<file path="config.mk">
export PLATFORM = sky130hd
export DESIGN_NAME = regfile_mp
export DESIGN_NICKNAME = d
export VERILOG_FILES = /design/src/rtl/regfile_pkg.sv /design/src/rtl/regfile_scoreboard.sv /design/src/rtl/regfile_mp.sv
export SDC_FILE = /design/constraint.sdc
export NUM_CORES = 2
export LEC_CHECK = 0
export BUFFER_PORTS_ARGS = -buffer_cell sky130_fd_sc_hd__buf_4
export CELL_PAD_IN_SITES_DETAIL_PLACEMENT = 0
export CELL_PAD_IN_SITES_GLOBAL_PLACEMENT = 1
export CORE_UTILIZATION = 35
export CTS_CLUSTER_SIZE = 14
export DETAILED_ROUTE_END_ITERATION = 10
export PLACE_DENSITY_LB_ADDON = 0.1
export SLEW_MARGIN = 40
export SYNTH_ARGS = -nofsm -noshare
export SYNTH_HDL_FRONTEND = slang
export SYNTH_SLANG_ARGS = --single-unit
</file>
<file path="constraint.sdc">
create_clock -name clk -period 5.12 [get_ports clk]
set_input_delay 1.024 -clock clk [delete_from_list [all_inputs] [get_ports clk]]
set_output_delay 1.024 -clock clk [all_outputs]
set_load 0.01 [all_outputs]
</file>
<file path="src/rtl/regfile_pkg.sv">
// Shared constants and types for the multi-port register file.
// Address width is derived from depth through rf_aw.
package regfile_pkg;

  localparam int RF_WIDTH = 16;
  localparam int RF_DEPTH = 32;

  function automatic int rf_aw(input int depth);
    return (depth > 1) ? $clog2(depth) : 1;
  endfunction

  typedef logic [rf_aw(RF_DEPTH)-1:0] rf_addr_t;
  typedef logic [RF_WIDTH-1:0]        rf_data_t;

endpackage

</file>
<file path="src/rtl/regfile_scoreboard.sv">
// Per-register busy bits for multi-cycle producers.
// A busy-set beats a same-cycle writeback clear.
module regfile_scoreboard
  import regfile_pkg::*;
#(
  parameter int DEPTH   = RF_DEPTH,
  parameter int NWR     = 2,
  parameter int ZERO_R0 = 1,
  localparam int AW     = rf_aw(DEPTH)
) (
  input  logic              clk,
  input  logic              rst,
  input  logic              bs_en,
  input  logic [AW-1:0]     bs_addr,
  input  logic [NWR-1:0]    wr_en,
  input  logic [NWR*AW-1:0] wr_addr,
  output logic [DEPTH-1:0]  busy_vec
);

  logic [DEPTH-1:0] r_busy;
  logic [DEPTH-1:0] w_next;

  always_comb begin
    w_next = r_busy;
    for (int r = 0; r < DEPTH; r++) begin
      for (int p = 0; p < NWR; p++)
        if (wr_en[p] && wr_addr[p*AW +: AW] == AW'(r))
          w_next[r] = 1'b0;
      if (bs_en && bs_addr == AW'(r))
        w_next[r] = 1'b1;
    end
    if (ZERO_R0 != 0)
      w_next[0] = 1'b0;
  end

  always_ff @(posedge clk or negedge rst) begin
    if (!rst)
      r_busy <= '0;
    else
      r_busy <= w_next;
  end

  assign busy_vec = r_busy;

endmodule

</file>
<file path="src/rtl/regfile_mp.sv">
// Multi-port register file: storage, write arbitration, read/bypass.
// Highest-index write port wins on every conflict.
module regfile_mp
  import regfile_pkg::*;
#(
  parameter int WIDTH   = RF_WIDTH,
  parameter int DEPTH   = RF_DEPTH,
  parameter int NRD     = 2,
  parameter int NWR     = 2,
  parameter int ZERO_R0 = 1,
  parameter int BYPASS  = 1,
  parameter int AW      = rf_aw(DEPTH)
) (
  input  logic                 clk,
  input  logic                 rst,
  input  logic [NRD*AW-1:0]    rd_addr,
  output logic [NRD*WIDTH-1:0] rd_data,
  output logic [NRD-1:0]       rd_busy,
  input  logic [NWR-1:0]       wr_en,
  input  logic [NWR*AW-1:0]    wr_addr,
  input  logic [NWR*WIDTH-1:0] wr_data,
  input  logic                 bs_en,
  input  logic [AW-1:0]        bs_addr,
  output logic [DEPTH-1:0]     busy_vec
);

  logic [WIDTH-1:0] r_mem [DEPTH];
  logic [DEPTH-1:0] w_busy;

  always_ff @(posedge clk or negedge rst) begin
    if (!rst) begin
      for (int r = 0; r < DEPTH; r++)
        r_mem[r] <= '0;
    end else begin
      for (int p = 0; p < NWR; p++)
        for (int r = 0; r < DEPTH; r++)
          if (wr_en[p] &&
              wr_addr[p*AW +: AW] == AW'(r) &&
              !(ZERO_R0 != 0 && r == 0))
            r_mem[r] <= wr_data[p*WIDTH +: WIDTH];
    end
  end

  // Only in-range addresses can hit storage or bypass.
  always_comb begin
    rd_data = '0;
    rd_busy = '0;
    for (int k = 0; k < NRD; k++) begin
      for (int r = 0; r < DEPTH; r++) begin
        if (rd_addr[k*AW +: AW] == AW'(r)) begin
          rd_data[k*WIDTH +: WIDTH] = r_mem[r];
          rd_busy[k] = w_busy[r];
          if (BYPASS != 0)
            for (int p = 0; p < NWR; p++)
              if (wr_en[p] && wr_addr[p*AW +: AW] == AW'(r))
                rd_data[k*WIDTH +: WIDTH] =
                  wr_data[p*WIDTH +: WIDTH];
        end
      end
      if (!rst ||
          (ZERO_R0 != 0 && rd_addr[k*AW +: AW] == '0)) begin
        rd_data[k*WIDTH +: WIDTH] = '0;
        rd_busy[k] = 1'b0;
      end
    end
  end

  regfile_scoreboard #(
    .DEPTH   (DEPTH),
    .NWR     (NWR),
    .ZERO_R0 (ZERO_R0)
  ) u_sb (
    .clk      (clk),
    .rst      (rst),
    .bs_en    (bs_en),
    .bs_addr  (bs_addr),
    .wr_en    (wr_en),
    .wr_addr  (wr_addr),
    .busy_vec (w_busy)
  );

  assign busy_vec = w_busy;

endmodule

</file>
After elaboration in Yosys (flattened, before gate mapping)
Cells that the tools add are included.

operators by class
  $add $sub $neg = 0
  $mul = 0
  divide/modulo/power cells = 0
  magnitude comparators = 0
  equal/unequal tests = 155
  shift-type cells = 0
  multiplexer cells = 287
  bitwise logic cells = 0
  reductions and logical operators = 133

operators with widths
  cell                                                                   number
  16-bit two-way mux                                                     130
  5-bit equality test, second input constant                             80
  5-bit by 4-bit equality test with 1-bit output, second input constant  40
  1-bit two-way mux                                                      157
  5-bit by 3-bit equality test with 1-bit output, second input constant  20
  1-bit logical AND                                                      95
  3-bit nonzero test                                                     31
  5-bit by 2-bit equality test with 1-bit output, second input constant  10
  5-bit by 1-bit equality test with 1-bit output, second input constant  5
  5-bit logical NOT                                                      4
  1-bit logical OR                                                       2
  1-bit logical NOT                                                      1

word-level totals
  flip-flop bits (word level) = 527
  bits in latches = 0
  bits in writable memories = 0
  ROM bits = 0
  bits of input ports = 62
  output and inout bits = 66
  word-level logic and storage cells = 637
  memories = 0

Logic depth before layout (Yosys ltp)
  depth in word-level cells = 37
  gate-level depth with buffers = 13
  depth with buffers taken out = 9

Hierarchy
Synthesis repeated with hierarchy kept, for this count alone.

second synthesis, totals
  cell total of the unflattened synthesis = 4538
  area, all modules = 36587.6 µm²

modules (own cells, without submodules)
  module              instances  cells an instance  area each (µm²)  sequential area each (µm²)
  regfile_mp          1          4383               34903.5          12411.9
  regfile_scoreboard  1          155                1684.1           775.7

Least setup slack after synthesis
OpenSTA, ideal clock, no wires.

  path kind = input -> output
  start point = input rd_addr[7]
  end point = output rd_data[31]
  arrival = 3.203 ns
  required time = 4.096 ns
  path slack = 0.893 ns
  cell stages on the path = 12
  buffers on the path = 4
  cell sequence = buf_2 or3b_2 clkbuf_1 buf_2 nor2_1 clkbuf_1 a22oi_1 a21oi_1 nor2_1 a221o_1 a21oi_1 o21a_1

on the way
  cells in the longest elaborated chain, start to end = 34
  elaborated cells between the ends (all ways) = 66
  those cells by class = 31 x eq/ne; 33 x mux; 2 x reduce/logical

ends and longest elaborated chain
  what                               line                                RTL
  start: declaration                 regfile_mp.sv:16                    input logic [NRD*AW-1:0] rd_addr,
  5-bit logical NOT                  regfile_mp.sv:50, regfile_mp.sv:61
  16-bit two-way mux (32 in series)  regfile_mp.sv:50                    if (rd_addr[k*AW +: AW] == AW'(r)) begin
  16-bit two-way mux *               regfile_mp.sv:60                    if (!rst ||
  end: declaration                   regfile_mp.sv:17                    output logic [NRD*WIDTH-1:0] rd_data,

Mark *: on every way between the ends. The rest lies on a longest branch, timed or not.

Worst setup path after layout
  start point = input wr_addr[4]
  end point = output rd_data[31]

on the way
  cells in the longest elaborated chain, start to end = 37
  elaborated cells between the ends (all ways) = 161
  those cells by class = 31 x eq/ne; 97 x mux; 33 x reduce/logical

ends and longest elaborated chain
  what                               line              RTL
  start: declaration                 regfile_mp.sv:20  input logic [NWR*AW-1:0] wr_addr,
  5-bit logical NOT                  -
  1-bit logical AND                  -
  16-bit two-way mux (2 in series)   regfile_mp.sv:55  if (wr_en[p] && wr_addr[p*AW +: AW] == AW'(r))
  16-bit two-way mux (31 in series)  regfile_mp.sv:50
  16-bit two-way mux *               regfile_mp.sv:50
  16-bit two-way mux *               regfile_mp.sv:60

Marks and branches as above.

==> metrics.txt <==
vias per cell=6.903; setup slack after layout=-0.04668 ns; Final nets=5,537; Async SR Flop Fraction=1.000; first-pass GRT wire length=372,200 µm; CP required=4.10 ns; sequential area share after synthesis=0.3643; Slew Viols, Final=0; CP Max Fanout=14; WS Path Type=input port to output pin; Worst EP arrival=4.14 ns; Initial DRC Count=about 8,500; Avg WL per Cell=between 40 and 50 µm; worst-case clock buffer depth=3; Top Ports=128; yosys synthesis warning count=16; post-route minimum period=5.167 ns; Max transition margin=0.3928; share of cells above drive strength 1=0.3200; slowest stage cell on the critical path=a221o_1; Worst-Skew Late Latency=between 0.6 and 0.7 ns; H-Tree Depth=3; Tcrit/Tclk final=1.009; status=finished, violations left; pwr dens=343.3 nW/µm²; hpwl dp=207,500 µm; cell leakage power=21.81 nW; WP depth=15; Die Wd=roughly 320 µm; Fillers=10,130; CP startpoint kind=input port; Fmax=roughly 190 MHz; DRC errors left=3; largest net degree at the start of global routing=111; maxcap violations=0; top_reg_cell synth=dfrtp_1; Final setup viols=9; TritonCTS clock tree=yes; Worst Reg2Reg Path Length in Cells=3; skew final=0 ns; VDD IR max=0.2727 mV; RePlAce Congestion=1.106; Reg clk slew, reported paths=0.06 ns; chip height=323.6 µm; Final Hold Viols=0; area of the multi-input gates=around 22,000 µm²; Synthesized Nets=4,593; #FFs+latches synth=527; failing checks=DRC, setup timing; gr ovfl total=0; clk sinks=approximately 530; pre-CTS setup slack=-0.3730 ns; max incr delay on CP=about 0.44 ns; worst slew pin tran=a little over 0.9 ns; Port Buffers=126; CP bufs+invs=6; RSZ-0062 raised after global routing=true; FP Rows=117; CTS buffer count=71; via count=approximately 48,000; Min-Delay Path Class=input port to async pin; initial antenna violation count=13; register cell area after layout=13,190 µm²; die area=104,700 µm²; crit-path leading delay family=compound AO/OA/AOI/OAI gates; core area=102,200 µm²; syn avg cell area=about 8 µm²; P&R area growth vs syn=42.32%; DRT Wirelength=279,300 µm; remaining antenna violation count after routing=0; R2R Path Start=r_mem[403]; vias in the first global route=43,310; crit path launch=wr_addr[4]; initial cell density of the core=0.3543; Post-Syn Instances=4,531; EDFF count, synth=0; Cell Area, Synth=roughly 36,000 µm²; crit path cell chain=buf_4 > buf_6 > and4bb_4 > buf_12 > bufbuf_16 > nand3_1 > a31oi_2 > mux2i_1 > o211ai_1 > o21ai_1 > a221o_1 > a21oi_1 > buf_4 > o21a_1 > buf_4; GRT Util Overall=0.5177; Tot Pwr=17.69 mW; First-pass DRT Iterations=11; clock root buffer=clkbuf_16; Worst path most repeated cell=buf_4; Unique masters post-synth=97; hold_buf cts=0; critical path capture point type=output pin
## final timing paths
check | slack [ns] | end
max | -0.05 | rd_data[31]
min in group clk | 0.56 | r_mem[335]
max reg2reg | 3.80 | r_mem[403]
min reg2reg | 0.56 | r_mem[335]
min | 0.23 | r_mem[464]
max in group asynchronous | 2.34 | r_mem[36]
## power breakdown
| part | total [mW] | internal (mW) | switching (mW) |
|---|---|---|---|
| combinational | 6.80 | 2.71 | 4.09 |
| clock | 5.19 | 3.01 | 2.18 |
| sequential | 5.69 | 5.26 | 0.429 |
## flip-flops by register name, summed over array words and instances, names as in the netlist
| name | count |
|---|---|
| r_mem | 496 |
| u_sb.busy_vec | 31 |
## synth_stat cells, types with 15 or more instances
| library cell | n | area share |
|---|---|---|
| dfrtp_1 | 527 | 0.36 |
| o22ai_1 | 76 | 0.013 |
| a31oi_1 | 226 | 0.039 |
| mux2_2 | 31 | 0.0096 |
| buf_1 | 33 | 0.0034 |
| nand4_1 | 16 | 0.0028 |
| mux2i_1 | 310 | 0.086 |
| a221oi_1 | 58 | 0.014 |
| a22oi_1 | 127 | 0.026 |
| a21oi_1 | 427 | 0.059 |
| o211ai_1 | 43 | 0.0089 |
| and2_1 | 20 | 0.0035 |
| nand2_1 | 403 | 0.042 |
| inv_1 | 17 | 0.0018 |
| buf_2 | 91 | 0.013 |
| a32o_1 | 25 | 0.0069 |
| o221ai_1 | 22 | 0.0053 |
| clkbuf_1 | 320 | 0.033 |
| nor2_1 | 481 | 0.050 |
| nand3_1 | 210 | 0.029 |
| a21o_1 | 15 | 0.0031 |
| o21ai_0 | 407 | 0.056 |
| o21ai_1 | 25 | 0.0035 |
| a211oi_1 | 36 | 0.0075 |
| nor3_1 | 228 | 0.032 |
| buf_4 | 21 | 0.0044 |
| a22o_1 | 27 | 0.0065 |
## kinds of logic after synthesis
kind of cell,share of synthesized area
AO/OA/AOI/OAI,0.2887
flip-flops,0.3643
buffers and inverters,0.05834
multiplexers,0.09857
other,0.0001036
AND/OR/NAND/NOR,0.1900
## per-layer routing
| metal | routed length [µm] | vias to the layer above | part of all wire | GRT usage |
|---|---|---|---|---|
| met5 | 154 | - | 0.00055 | 0 |
| met4 | 17960 | 10 | 0.064 | 0.2666 |
| met3 | 43940 | 856 | 0.16 | 0.2088 |
| met2 | 104800 | 4379 | 0.38 | 0.6747 |
| met1 | 112400 | 23540 | 0.40 | 0.7211 |
| li1 | - | 18830 | - | - |
## timing repair
action / CTS / global route
resized for setup: 108 / 212
endpoints found under the setup margin: 28 / 32
pin swaps: 25 / 69
gates cloned: 3 / 3
setup buffers: 12 / 20
## per-stage QoR
stage | TNS, ns | hold slack, ns | cells | cell area, µm² | util
4_1_cts | -0.2009 | 0.1940 | 6871 | 50270 | 0.4920
3_3_place_gp | -5.094 | 0.5368 | 6733 | 47250 | 0.4624
3_5_place_dp | -4.224 | 0.5520 | 6733 | 47270 | 0.4626
2_1_floorplan | 0 | 0.5267 | 4531 | 36200 | -
6_report | -0.2119 | 0.2315 | 6898 | 51520 | 0.5042
5_1_grt | -0.3870 | 0.2379 | 6893 | 51510 | 0.5041
## placed cells by master, fill, tap and decap left out, drive strengths merged, types with 17 or more instances in the layout
cell type | netlist | layout
inv | 19 | 20
a21oi | 429 | 429
mux2 | 33 | 33
and2 | 20 | 20
nand3 | 211 | 211
o21ai | 432 | 432
buf | 153 | 1340
nand2 | 414 | 414
o221ai | 22 | 22
o22ai | 76 | 76
dfrtp | 527 | 527
o211ai | 43 | 43
nor3 | 228 | 228
nand4 | 17 | 17
a22oi | 127 | 127
a22o | 27 | 27
clkbuf | 321 | 114
a32o | 25 | 25
a31oi | 237 | 237
a221oi | 59 | 59
nor2 | 495 | 495
mux2i | 311 | 311
a211oi | 37 | 37
## cell type report
class	count	area share
well taps	1368	0.03322
clock buffers	111	0.04155
multi-input cells	3510	0.4338
clock inverters	12	0.002987
repair buffers	1345	0.2308
inverters	20	0.001457
flip-flops and latches	527	0.2559
diodes	5	0.0002428
Power figures use the tool's default switching activity.
